===== src/rtl/ps2_key_fifo_if.sv =====
// ps2_key_fifo_if: scan-code input, FIFO read side and status of ps2_key_fifo.
// master = producer/consumer side (PS/2 front end + processor), slave = the FIFO.
interface ps2_key_fifo_if #(
   parameter int unsigned ADDR_W = 4
);
   logic [7:0]      key_data;
   logic            key_pressed;
   logic            rd_en;
   logic            clr_ovf;
   logic [8:0]      rd_data;
   logic            empty;
   logic            full;
   logic [ADDR_W:0] count;
   logic            overflow;
   logic            shift_held;

   modport master (
      output key_data, key_pressed, rd_en, clr_ovf,
      input  rd_data, empty, full, count, overflow, shift_held
   );

   modport slave (
      input  key_data, key_pressed, rd_en, clr_ovf,
      output rd_data, empty, full, count, overflow, shift_held
   );
endinterface


===== src/rtl/ps2_key_fifo.sv =====
// ps2_key_fifo: PS/2 Set-2 prefix decoder, shift tracker, scan-code to ASCII
// translator and first-word-fall-through character FIFO.
// Optional: define PS2_KEY_FIFO_BREAK_EVENTS_EN to also push mapped break
// events with rd_data[8]=1; otherwise rd_data[8] is always 0.
module ps2_key_fifo #(
   parameter int unsigned DEPTH  = 16,
   parameter int unsigned ADDR_W = 4
) (
   input logic           inclock,
   input logic           resetn,
   ps2_key_fifo_if.slave bus
);
   localparam int unsigned CNT_W  = ADDR_W + 1;
   localparam int unsigned DATA_W = 9;

   typedef enum logic [1:0] {S_IDLE, S_EXT, S_BRK, S_EXT_BRK} state_t;

   state_t              state, state_nxt;
   logic                ev_c, ev_ext_c, ev_brk_c;
   logic                shift_l, shift_r;
   logic                map_hit_c, push_c, pop_c, push_eff_c, drop_c;
   logic [7:0]          base_ascii_c, ascii_c;
   logic [DATA_W-1:0]   wr_data_c;
   logic [ADDR_W-1:0]   wr_ptr, rd_ptr;
   logic [CNT_W-1:0]    count_q;
   logic                ovf_q;
   logic                empty_c, full_c;
   logic [DATA_W-1:0]   mem [DEPTH];

   // Prefix FSM state register; a reset mid-prefix discards the partial prefix.
   always_ff @(posedge inclock or negedge resetn) begin
      if (!resetn) state <= S_IDLE;
      else         state <= state_nxt;
   end

   // Prefix FSM next state and event classification; only strobe cycles advance it.
   always_comb begin
      state_nxt = state;
      ev_c      = 1'b0;
      ev_ext_c  = 1'b0;
      ev_brk_c  = 1'b0;
      if (bus.key_pressed) begin
         case (state)
            S_IDLE: begin
               if (bus.key_data == 8'hE0)      state_nxt = S_EXT;
               else if (bus.key_data == 8'hF0) state_nxt = S_BRK;
               else                            ev_c      = 1'b1;
            end
            S_EXT: begin
               if (bus.key_data == 8'hF0) state_nxt = S_EXT_BRK;
               else begin
                  ev_c      = 1'b1;
                  ev_ext_c  = 1'b1;
                  state_nxt = S_IDLE;
               end
            end
            S_BRK: begin
               ev_c      = 1'b1;
               ev_brk_c  = 1'b1;
               state_nxt = S_IDLE;
            end
            S_EXT_BRK: begin
               ev_c      = 1'b1;
               ev_ext_c  = 1'b1;
               ev_brk_c  = 1'b1;
               state_nxt = S_IDLE;
            end
            default: state_nxt = S_IDLE;
         endcase
      end
   end

   // Scan code to lowercase/unshifted ASCII lookup.
   always_comb begin
      map_hit_c    = 1'b1;
      base_ascii_c = 8'h00;
      case (bus.key_data)
         8'h1C: base_ascii_c = 8'h61;  8'h32: base_ascii_c = 8'h62;
         8'h21: base_ascii_c = 8'h63;  8'h23: base_ascii_c = 8'h64;
         8'h24: base_ascii_c = 8'h65;  8'h2B: base_ascii_c = 8'h66;
         8'h34: base_ascii_c = 8'h67;  8'h33: base_ascii_c = 8'h68;
         8'h43: base_ascii_c = 8'h69;  8'h3B: base_ascii_c = 8'h6A;
         8'h42: base_ascii_c = 8'h6B;  8'h4B: base_ascii_c = 8'h6C;
         8'h3A: base_ascii_c = 8'h6D;  8'h31: base_ascii_c = 8'h6E;
         8'h44: base_ascii_c = 8'h6F;  8'h4D: base_ascii_c = 8'h70;
         8'h15: base_ascii_c = 8'h71;  8'h2D: base_ascii_c = 8'h72;
         8'h1B: base_ascii_c = 8'h73;  8'h2C: base_ascii_c = 8'h74;
         8'h3C: base_ascii_c = 8'h75;  8'h2A: base_ascii_c = 8'h76;
         8'h1D: base_ascii_c = 8'h77;  8'h22: base_ascii_c = 8'h78;
         8'h35: base_ascii_c = 8'h79;  8'h1A: base_ascii_c = 8'h7A;
         8'h45: base_ascii_c = 8'h30;  8'h16: base_ascii_c = 8'h31;
         8'h1E: base_ascii_c = 8'h32;  8'h26: base_ascii_c = 8'h33;
         8'h25: base_ascii_c = 8'h34;  8'h2E: base_ascii_c = 8'h35;
         8'h36: base_ascii_c = 8'h36;  8'h3D: base_ascii_c = 8'h37;
         8'h3E: base_ascii_c = 8'h38;  8'h46: base_ascii_c = 8'h39;
         8'h29: base_ascii_c = 8'h20;  8'h5A: base_ascii_c = 8'h0D;
         8'h66: base_ascii_c = 8'h08;
         default: map_hit_c = 1'b0;
      endcase
   end

   // Shift applies to letters only and uses the shift state before this byte.
   always_comb begin
      ascii_c = base_ascii_c;
      if (bus.shift_held && (base_ascii_c >= 8'h61)) ascii_c = base_ascii_c - 8'h20;
`ifdef PS2_KEY_FIFO_BREAK_EVENTS_EN
      push_c    = ev_c && !ev_ext_c && map_hit_c;
      wr_data_c = {ev_brk_c, ascii_c};
`else
      push_c    = ev_c && !ev_ext_c && !ev_brk_c && map_hit_c;
      wr_data_c = {1'b0, ascii_c};
`endif
      pop_c      = bus.rd_en && !empty_c;
      push_eff_c = push_c && (!full_c || pop_c);
      drop_c     = push_c && full_c && !pop_c;
   end

   // Left/right shift tracking from non-extended make/break events.
   always_ff @(posedge inclock or negedge resetn) begin
      if (!resetn) begin
         shift_l <= 1'b0;
         shift_r <= 1'b0;
      end else if (ev_c && !ev_ext_c) begin
         if (bus.key_data == 8'h12) shift_l <= !ev_brk_c;
         if (bus.key_data == 8'h59) shift_r <= !ev_brk_c;
      end
   end

   // FIFO pointers, occupancy and sticky overflow.
   always_ff @(posedge inclock or negedge resetn) begin
      if (!resetn) begin
         wr_ptr  <= '0;
         rd_ptr  <= '0;
         count_q <= '0;
         ovf_q   <= 1'b0;
      end else begin
         if (push_eff_c) wr_ptr <= wr_ptr + ADDR_W'(1);
         if (pop_c)      rd_ptr <= rd_ptr + ADDR_W'(1);
         if (push_eff_c && !pop_c)      count_q <= count_q + CNT_W'(1);
         else if (pop_c && !push_eff_c) count_q <= count_q - CNT_W'(1);
         if (drop_c)           ovf_q <= 1'b1;
         else if (bus.clr_ovf) ovf_q <= 1'b0;
      end
   end

   // Character storage; contents need no reset since empty masks the head.
   always_ff @(posedge inclock) begin
      if (push_eff_c) mem[wr_ptr] <= wr_data_c;
   end

   assign empty_c        = (count_q == '0);
   assign full_c         = (count_q == CNT_W'(DEPTH));
   assign bus.empty      = empty_c;
   assign bus.full       = full_c;
   assign bus.count      = count_q;
   assign bus.overflow   = ovf_q;
   assign bus.shift_held = shift_l | shift_r;
   assign bus.rd_data    = empty_c ? '0 : mem[rd_ptr];
endmodule


===== src/flat_wrapper.sv =====
// flat-port wrapper written by rule: the top's interface ports become plain ports
module ps2_key_fifo_flat 
#(
   parameter int unsigned DEPTH  = 16,
   parameter int unsigned ADDR_W = 4
)
  (inclock, resetn, bus_key_data, bus_key_pressed, bus_rd_en, bus_clr_ovf, bus_rd_data, bus_empty, bus_full, bus_count, bus_overflow, bus_shift_held);
  ps2_key_fifo_if #(.ADDR_W(ADDR_W)) bus_i ();
  input logic inclock;
  input logic resetn;
  input wire logic [$bits(bus_i.key_data)-1:0] bus_key_data;
  input wire logic [$bits(bus_i.key_pressed)-1:0] bus_key_pressed;
  input wire logic [$bits(bus_i.rd_en)-1:0] bus_rd_en;
  input wire logic [$bits(bus_i.clr_ovf)-1:0] bus_clr_ovf;
  output wire logic [$bits(bus_i.rd_data)-1:0] bus_rd_data;
  output wire logic [$bits(bus_i.empty)-1:0] bus_empty;
  output wire logic [$bits(bus_i.full)-1:0] bus_full;
  output wire logic [$bits(bus_i.count)-1:0] bus_count;
  output wire logic [$bits(bus_i.overflow)-1:0] bus_overflow;
  output wire logic [$bits(bus_i.shift_held)-1:0] bus_shift_held;
  assign bus_i.key_data = bus_key_data;
  assign bus_i.key_pressed = bus_key_pressed;
  assign bus_i.rd_en = bus_rd_en;
  assign bus_i.clr_ovf = bus_clr_ovf;
  assign bus_rd_data = bus_i.rd_data;
  assign bus_empty = bus_i.empty;
  assign bus_full = bus_i.full;
  assign bus_count = bus_i.count;
  assign bus_overflow = bus_i.overflow;
  assign bus_shift_held = bus_i.shift_held;
  ps2_key_fifo #(.DEPTH(DEPTH), .ADDR_W(ADDR_W)) u_core (.inclock(inclock), .resetn(resetn), .bus(bus_i));
endmodule

===== config.mk =====
export PLATFORM = sky130hd
export DESIGN_NAME = ps2_key_fifo_flat
export DESIGN_NICKNAME = d
export VERILOG_FILES = /design/src/rtl/ps2_key_fifo_if.sv /design/src/rtl/ps2_key_fifo.sv /design/src/flat_wrapper.sv
export SDC_FILE = /design/constraint.sdc
export NUM_CORES = 1
export LEC_CHECK = 0
export ABC_CLOCK_PERIOD_IN_PS = 4490
export BUFFER_PORTS_ARGS = -buffer_cell sky130_fd_sc_hd__clkbuf_2
export CAP_MARGIN = 20
export CORE_MARGIN = 1.5
export CORE_UTILIZATION = 52
export DETAILED_ROUTE_END_ITERATION = 6
export PLACE_DENSITY = 0.69
export SLEW_MARGIN = 20
export SYNTH_ARGS = -nofsm -noshare
export SYNTH_HDL_FRONTEND = slang
export SYNTH_SLANG_ARGS = --single-unit

===== constraint.sdc =====
create_clock -name inclock -period 4.49 [get_ports inclock]
set_clock_uncertainty 0.2 [all_clocks]
set_input_delay 0.6735 -clock inclock [delete_from_list [all_inputs] [get_ports inclock]]
set_output_delay 0.6735 -clock inclock [all_outputs]
set_load 0.01 [all_outputs]

==> results.toml, run 1 <==
[outcome]
outcome = "complete, no violations"

[sta]
finalSetupTns_ns = 0
fin_crit_sh_pct = 85.3
setup_viol_count_final = 0
max_slew_margin_pct = 51.5
rsz0062_at_grt = "no"
final-hold-violation-count = 0
fin_hold_ws_ns = 0.000246
fin_crit_ns = 3.83
fmax_mhz = 261
slew_viol_final = 0
worst_pin_slew_ns = 0.718

[layout]
nFillCells = 1003
antenna_cells = 0
layout-drive-gt1-share_pct = 24.5
fin_cells = 691
synthToLayoutAreaGrowth_pct = 12.5
nets = 528
final_cell_mix = "edfxtp_1, mux4_2, clkbuf_2"
fin_area_um2 = 8010
layout_commonest_cell = "edfxtp_1"

[logic_synthesis]
syn_inst = 471
yosys.cell_types.count = 67
synth_top_family_by_area = "multiplexers"
synthArstFlopShare_pct = 12.3
synth-simple-area-share_pct = 13.2
synth-seq-cells = 146
synth_warnings = 0
synth_compound_area_share_pct = 5.62
synth.net_count = 497
synth_area_leaders = "edfxtp_1, mux4_2, dfrtp_1"
synth_top_area_cell = "edfxtp_1"
synthMuxAreaShare_pct = 13.2
synth_area_per_cell_um2 = 15.1
synth_xor_area_share_pct = 1.84
ys_seq_area_share_pct = 60.3
synth-main-ff-cell = "edfxtp_1"
syn_area_um2 = 7120
synth-edff-count = 128
synth_top_area_share_pct = 54.0
synthAdderAreaFrac_pct = 2.39

[power_and_ir_drop]
p_int_mw = 3.05
pwr-share-comb_pct = 27.6
p_sw_share_pct = 28.9
p_clk_share_pct = 32.4
seq_power_share_pct = 40.1
pwr_density_cell_nw_per_um2 = 534
ir_drop_mv = 0.425
p_switching_mw = 1.24
power.leakage_nw = 2.95

[worst_setup_path]
required_ns = 4.58
worstReg2RegStart = "u_core.bus.count[1]"
regToRegSetupSlack_ns = 1.39
worstSetupStartpoint = "bus_key_data[1]"
critPathSlowestCell = "nor2b_1"
crit_path_frequent_cell = "ha_1"
worst_setup_path_end_kind = "flop"
cp_max_fo = 30
arrival_ns = 3.92
critPathKind = "in2reg"
path_cells = "clkbuf_2 > nor2b_1 > nand3_1 > and3_1 > nand4b_1 > and3b_1 > a21oi_2 > ha_1 > inv_1 > ha_1 > a21o_1 > a21oi_1 > xnor2_1 > nor2_1 > xor2_1"
crit_path_max_incr_delay_ns = 0.50
cp-start-kind = "input pin"

[clocking]
cts.sinks = 146
cts-root-buf = "clkbuf_16"
worstSkewPairLatency_ns = 0.41
cts_made_buffers = 17
path_clk_slew_ns = 0.06
cts_setup_buffers = 0
clock_path_buffers = 2
ctsHoldBuffers = 0
htree_num_levels = 4
cts_resized = 0
cts_tree = "yes"

[global_routing]
grt_usage_pct = 23.5
grt_max_degree = 36
antenna_found_initial = 0
grt_first_pass_wirelength_um = 24700
grt_overflow = 0
grt_pass1_vias = 4374

[routing]
vias_per_cell = 6.29
avgRoutedWirePerCell_um = 22.5
drc = 0
drtPass1Iterations = 5
ant_nets = 0
vias = 4346
drtIter0Drc = 522
wl_um = 15500

[place]
hpwl_um = 9960
io_buffers = 29
dp_cells = 659
dpl-instance-area_um2 = 7430
place_congestion = 0.891

[floorplanning]
start_util_pct = 53.6
core_area_um2 = 13300
fp.dieW_um = 120
die_area_um2 = 14400
rows = 42
die_h_um = 120
io_pins = 31

[hold_path]
hp-class = "in2async"

[flow_run]
maxCapViolations = 0
-- power by group through the flow --
stage	Sequential (mW)	Clock, mW	Combinational (mW)
global placement	1.74	0	1.15
detailed placement	1.75	0	1.19
CTS	1.72	1.40	1.20
finish	1.71	1.39	1.18
global route	1.74	1.46	1.30
floorplan	1.64	0	0.925
-- kinds of logic (layout without fill, tap and decap cells) --
family | after synthesis | count (layout)
and+or+nand+nor | 148 | 148
DFF | 146 | 146
AOI/OAI and AO/OA | 57 | 57
buffers and inverters | 47 | 91
muxes | 44 | 44
xor gates and xnor gates | 15 | 15
adders and majority gates | 13 | 13
other | 1 | 1
-- metal layers --
layer / share of wire [%] / GRT usage (%) / up-vias
li1: - / - / 1930
met1: 41 / 31.3 / 2185
met2: 50 / 38.3 / 202
met3: 7.0 / 5.61 / 29
met5: 0 / 0 / -
met4: 2.0 / 8.04 / 0
-- final timing paths --
check                                 endpoint  cells past startpoint
min in group inclock           u_core.state[0]                      1
min                             u_core.shift_r                      1
max reg2reg                u_core.bus.count[4]                     13
max                        u_core.bus.count[4]                     15
max in group asynchronous     u_core.rd_ptr[0]                      1
min reg2reg                    u_core.state[0]                      1
-- registers in the layout (all words and copies together), names as in the netlist --
register,count
u_core.mem,128
u_core.shift_l,1
u_core.bus.overflow,1
u_core.state,2
u_core.wr_ptr,4
u_core.bus.count,5
u_core.shift_r,1
u_core.rd_ptr,4
-- layout make-up --
cell class / instances / area, um2 / share of cell area [%]
Tap cell: 176 / 220 / 2.75
Clock buffer: 20 / 437 / 5.45
Multi-Input combinational cell: 278 / 2590 / 32.3
Inverter: 14 / 52.6 / 0.656
Timing Repair Buffer: 45 / 278 / 3.47
Clock inverter: 12 / 139 / 1.73
Sequential cell: 146 / 4300 / 53.6
-- critical path: cells and delay by family --
family | cells | cell delay [ns]
adder cells (fa/ha/maj) | 2 | 0.53
XOR/XNOR | 2 | 0.29
AND/OR/NAND/NOR | 6 | 1.35
AO/OA/AOI/OAI | 3 | 0.52
buffers and inverters | 2 | 0.57
-- stage by stage --
step	power, mW	utilization (%)	worst slack [ns]
after floorplan	2.57	-	0.201
after global placement	2.90	55.9	0.324
after detailed placement	2.94	55.9	0.147
after CTS	4.32	60.2	0.551
after global routing	4.49	60.3	0.275
final	4.28	60.3	0.659
-- synth_stat cells (all sizes together), types with 3 or more instances --
| library cell | instances |
|---|---|
| o211ai | 4 |
| buf | 25 |
| o21ai | 14 |
| inv | 14 |
| nor4bb | 5 |
| xor2 | 8 |
| and2 | 3 |
| clkbuf | 8 |
| nor4 | 3 |
| nor2 | 16 |
| a22oi | 3 |
| edfxtp | 128 |
| a21oi | 11 |
| a31oi | 6 |
| xnor2 | 7 |
| nand2 | 19 |
| dfrtp | 18 |
| nor4b | 9 |
| nand2b | 3 |
| nor2b | 19 |
| and3b | 6 |
| nor3b | 5 |
| nor3 | 3 |
| nand4 | 8 |
| ha | 12 |
| and3 | 19 |
| nand3 | 16 |
| mux4 | 40 |
(Power assumes the default switching activity.)
==> inputs of run 2 (changes only) <==
ABC_CLOCK_PERIOD_IN_PS = 3650   (was 4490)
GPL_TIMING_DRIVEN = 0   (was default)
RECOVER_POWER = 25   (was default)
clock period = 3.65 ns   (was 4.49 ns; I/O delays follow)
==> run 2 against run 1 <==
  * Setup slack worse by 0.52 ns
  * Critical endpoint is now bus_rd_data[5]
  * Highest routed layer unchanged
  * Critical path depth down 9
  * Sequential cell count unchanged
  * Global-route usage up 0.50 points
  * Routed wire length up 6.0%
==> results.toml, run 2 (same netlist as run 1, synthesis figures left out) <==
[floorplanning]
start_util_pct = 53.6
die_h_um = 120
io_pins = 31
fp.dieW_um = 120
core_area_um2 = 13300
rows = 42
die_area_um2 = 14400

[global_routing]
grt_first_pass_wirelength_um = 25100
grt_usage_pct = 24.1
antenna_found_initial = 0
grt_max_degree = 19
grt_overflow = 0
grt_pass1_vias = 4387

[worst_setup_path]
critPathSlowestCell = "mux4_2"
crit_path_max_incr_delay_ns = 0.58
path_cells = "clkbuf_2 > clkbuf_4 > mux4_2 > mux4_2 > nor2b_1 > clkbuf_2"
worstSetupStartpoint = "u_core.rd_ptr[0]"
arrival_ns = 2.77
required_ns = 2.90
cp-start-kind = "flop"
crit_family = "multiplexers"
worst_setup_path_end_kind = "output port"
critPathBufInv = 3
cp_max_fo = 10
worstReg2RegStart = "u_core.bus.count[1]"
critPathKind = "reg2out"

[clocking]
clock_path_buffers = 2
cts_made_buffers = 17
path_clk_slew_ns = 0.06
cts.sinks = 146
cts-root-buf = "clkbuf_16"
htree_num_levels = 4
worstSkewPairLatency_ns = 0.42
cts_tree = "yes"

[place]
detailedPlace.worstSlack_ns = -1.16
dpl-instance-area_um2 = 7570
hpwl_um = 11000
dp_cells = 674
place_congestion = 0.888
io_buffers = 27

[routing]
drc = 0
vias_per_cell = 6.23
vias = 4464
drtPass1Iterations = 5
wl_um = 16500
ant_nets = 0
avgRoutedWirePerCell_um = 23.0
drtIter0Drc = 444

[power_and_ir_drop]
power.leakage_nw = 3.01
p_int_mw = 3.58
p_switching_mw = 1.61
p_sw_share_pct = 31.0
ir_drop_mv = 0.392
pwr_density_cell_nw_per_um2 = 629
seq_power_share_pct = 38.5
p_clk_share_pct = 29.5
pwr-share-comb_pct = 32.1

[layout]
final_cell_mix = "edfxtp_1, mux4_2, clkbuf_2"
antenna_cells = 0
layout-drive-gt1-share_pct = 27.0
largest_reg_flops = 128
top_register = "u_core.mem"
synthToLayoutAreaGrowth_pct = 15.7
fin_cells = 717
layout_commonest_cell = "edfxtp_1"
nets = 554
nFillCells = 990
fin_area_um2 = 8240

[sta]
fmax_mhz = 285
worst_pin_slew_ns = 0.997
slew_viol_final = 0
setup_viol_count_final = 0
fin_crit_ns = 3.51
max_slew_margin_pct = 33.5
fin_crit_sh_pct = 96.3
final-hold-violation-count = 0
layout_setup_ws_ns = 0.135

[hold_path]
hp-class = "in2reg"
hp-start = "bus_clr_ovf"

[flow_run]
maxCapViolations = 0

[outcome]
outcome = "complete, no violations"
[run 2: changes by cell type in the layout (fill, tap and decap cells not counted), moves of 3 or more]
| cell | previous run | this run |
|---|---|---|
| clkbuf_4 | 0 | 4 |
| clkinv_1 | 4 | 1 |
| clkbuf_1 | 3 | 17 |
| clkbuf_2 | 29 | 23 |
| buf_4 | 15 | 10 |
| bufinv_16 | 3 | 0 |
| buf_6 | 0 | 6 |
| buf_2 | 0 | 8 |
[run 2: routing by layer]
layer | GRT usage, % | wire length (um) | vias to the layer above
met5 | 0 | 0 | -
met4 | 6.99 | 337 | 0
met3 | 4.47 | 1020 | 31
met2 | 39.5 | 8170 | 196
met1 | 33.1 | 6950 | 2246
li1 | - | - | 1991
[run 2: power groups by stage]
stage	sequential [mW]	combinational [mW]	clock [mW]
floorplan	2.02	1.16	0
global placement	2.02	1.60	0
detailed placement	2.02	1.65	0
CTS	1.99	1.68	1.54
global route	2.01	1.79	1.62
finish	1.99	1.66	1.53
[run 2: stage by stage]
stage / TNS, ns / total power, mW / hold slack, ns / util, %
6_report: 0 / 5.18 / 0.190 / 62.0
5_1_grt: -0.00779 / 5.41 / 0.189 / 62.0
4_1_cts: 0 / 5.22 / 0.174 / 61.8
3_5_place_dp: -112.99 / 3.67 / 0.271 / 56.9
3_3_place_gp: -103.34 / 3.62 / 0.270 / 56.9
2_1_floorplan: -0.194 / 3.18 / 0.0519 / -
[run 2: layout make-up]
cell class	instances	area, um2	area share [%]
Buffer	32	221	2.69
Timing Repair Buffer	39	230	2.79
Inverter	14	52.6	0.638
Multi-Input combinational cell	278	2700	32.8
Sequential cell	146	4290	52.1
Tap cell	176	220	2.67
Clock inverter	12	83.8	1.02
Clock buffer	20	437	5.30
[run 2: tightest hold or removal path, cell delays in order]
cell and delay (ns):
clkbuf_2 0.07, nand2b_1 0.08, o41ai_1 0.06
[run 2: what timing repair did]
item	in CTS	in global routing
pin swaps	5	2
gates resized for setup	19	11
setup buffers	9	2
hold buffers	1	0
setup endpoints to repair	140	25
hold endpoints to repair	18	0
[run 2: worst paths after layout]
path	end	slack [ns]	depth (start not counted)
hold / removal	u_core.bus.overflow	0.19	3
setup reg to reg	u_core.bus.count[4]	0.37	13
max in group asynchronous	u_core.state[1]	2.02	2
hold reg to reg	u_core.bus.overflow	0.29	2
min in group asynchronous	u_core.bus.count[3]	0.63	2
setup / recovery	bus_rd_data[5]	0.14	6
==> inputs of run 3 (changes only) <==
CORE_MARGIN = 1   (was 1.5)
==> run 3 against run 2 <==
  * First-iteration DRC count is 0.23% higher
  * Non-clock buffer count stayed put
  * Maximum frequency is 1.8% lower
  * Sequential cell count stayed put
  * Design area is 1.2% higher
  * Critical path depth is 4 higher
  * Routed wire length is 2.3% lower
  * Global-route usage is 0.55 points higher
  * Setup slack worse by 0.064 ns
==> results.toml, run 3 (same netlist as run 1, synthesis figures left out) <==
[routing]
drtPass1Iterations = 4
vias_per_cell = 6.20
drc = 0
wl_um = 16100
avgRoutedWirePerCell_um = 22.5
drtIter0Drc = 445
vias = 4442
ant_nets = 0

[floorplanning]
rows = 42
fp.dieW_um = 119
die_area_um2 = 14200
io_pins = 31
die_h_um = 119
start_util_pct = 53.6
core_area_um2 = 13300

[worst_setup_path]
required_ns = 3.72
cp-start-kind = "input pin"
crit_path_max_incr_delay_ns = 0.66
critPathKind = "in2reg"
path_cells = "clkbuf_2 > buf_2 > nand2b_1 > a21oi_1 > o31a_1 > or3_1 > or4_4 > o2111a_1 > a2111oi_4 > buf_12"
arrival_ns = 3.65
r2r_cells = 13
regToRegSetupSlack_ns = 0.31
critPathSlowestCell = "or3_1"
r2r-end = "u_core.bus.count[4]"
worst_setup_path_end_kind = "flop"
cp_max_fo = 17
worstReg2RegStart = "u_core.bus.count[1]"

[clocking]
cts_made_buffers = 17
cts.sinks = 146
clock_path_buffers = 2
cts-root-buf = "clkbuf_16"
htree_num_levels = 4
cts_tree = "yes"
worstSkewPairLatency_ns = 0.41
path_clk_slew_ns = 0.06

[sta]
fin_crit_ns = 3.58
fmax_mhz = 279
worst_pin_slew_ns = 0.992
fin_crit_sh_pct = 98.1
slew_viol_final = 0
max_slew_margin_pct = 33.9
setup_viol_count_final = 0
layout_setup_ws_ns = 0.0711
final-hold-violation-count = 0
finalSetupTns_ns = 0

[place]
detailedPlace.worstSlack_ns = -1.18
io_buffers = 27
hpwl_um = 10500
place_congestion = 0.942

[global_routing]
antenna_found_initial = 0
grt_max_degree = 19
grt_pass1_vias = 4391
grt_overflow = 0
grt_usage_pct = 24.6
grt_first_pass_wirelength_um = 25400

[layout]
layout_commonest_cell = "edfxtp_1"
multi_input_area_um2 = 2720
nets = 554
final_cell_mix = "edfxtp_1, mux4_2, clkbuf_2"
layout-drive-gt1-share_pct = 28.3
antenna_cells = 0
top_register = "u_core.mem"
synthToLayoutAreaGrowth_pct = 17.1
largest_reg_flops = 128
nFillCells = 972
regArea_um2 = 4290

[hold_path]
whs_path_depth = 3
hp-class = "in2reg"
min_to = "u_core.bus.overflow"
hp-start = "bus_clr_ovf"

[power_and_ir_drop]
power.leakage_nw = 3.06
pwr_density_cell_nw_per_um2 = 645
ir_drop_mv = 0.443

[outcome]
outcome = "complete, no violations"

[flow_run]
maxCapViolations = 0
-- run 3: cell count changes in the layout (fill, tap and decap cells not counted), moves of 2 or more --
cell	change
buf_4	+4
bufinv_16	+3
clkbuf_1	-6
clkbuf_4	-3
clkinv_2	-2
-- run 3: layout make-up --
class / count / share of cell area (%)
clock buffers: 18 / 5.14
multi-input cells: 278 / 32.6
repair buffers: 38 / 2.83
well taps: 176 / 2.64
flip-flops and latches: 146 / 51.5
clock inverters: 13 / 1.90
inverters: 14 / 0.630
plain buffers: 33 / 2.73
-- run 3: power by group --
| group | total [mW] | internal (mW) | leakage, nW | switching, mW |
|---|---|---|---|---|
| Clock | 1.72 | 1.07 | 0.274 | 0.651 |
| Sequential | 1.99 | 1.91 | 1.44 | 0.0798 |
| Combinational | 1.67 | 0.803 | 1.34 | 0.869 |
-- run 3: per-stage QoR --
stage	util [%]	total power, mW	cell area [um2]	hold slack, ns	std cells
after detailed placement	56.9	3.67	7570	0.277	674
after global placement	56.9	3.62	7560	0.269	674
after CTS	62.3	5.42	8280	0.170	713
after global routing	62.7	5.62	8340	0.184	716
final	62.7	5.38	8340	0.181	716
after floorplan	-	3.18	7210	0.0519	471
-- run 3: metal layers --
metal / routed length, um / up-vias / GRT usage, %
met5: 0 / - / 0
met4: 263 / 0 / 6.72
met3: 883 / 28 / 4.93
met2: 7990 / 185 / 39.6
met1: 6950 / 2247 / 34.2
li1: - / 1982 / -
-- run 3: critical path, delay by kind of cell --
| kind | cells | cell delay [ns] |
|---|---|---|
| and+or+nand+nor | 3 | 1.58 |
| AOI/OAI and AO/OA | 4 | 0.99 |
| buffers and inverters | 3 | 0.51 |
-- run 3: worst max-delay path by stage --
stage	start	end	slack (ns)	cells after the start
after floorplan	bus_key_data[7]	u_core.bus.count[4]	-0.18	17
after global placement	bus_key_data[6]	u_core.mem[4][6]	-1.09	14
after detailed placement	bus_key_data[6]	u_core.mem[7][6]	-1.18	14
after CTS	u_core.rd_ptr[0]	bus_rd_data[3]	0.02	6
after global routing	bus_key_data[6]	u_core.mem[11][5]	-0.003	12
final	bus_key_data[3]	u_core.mem[5][5]	0.07	10
-- run 3: repair_timing --
item,in CTS,in global routing
pin swaps,5,3
endpoints found under the hold margin,18,0
setup buffers,7,3
hold buffers,1,0
endpoints found under the setup margin,124,39
gates resized for setup,17,12
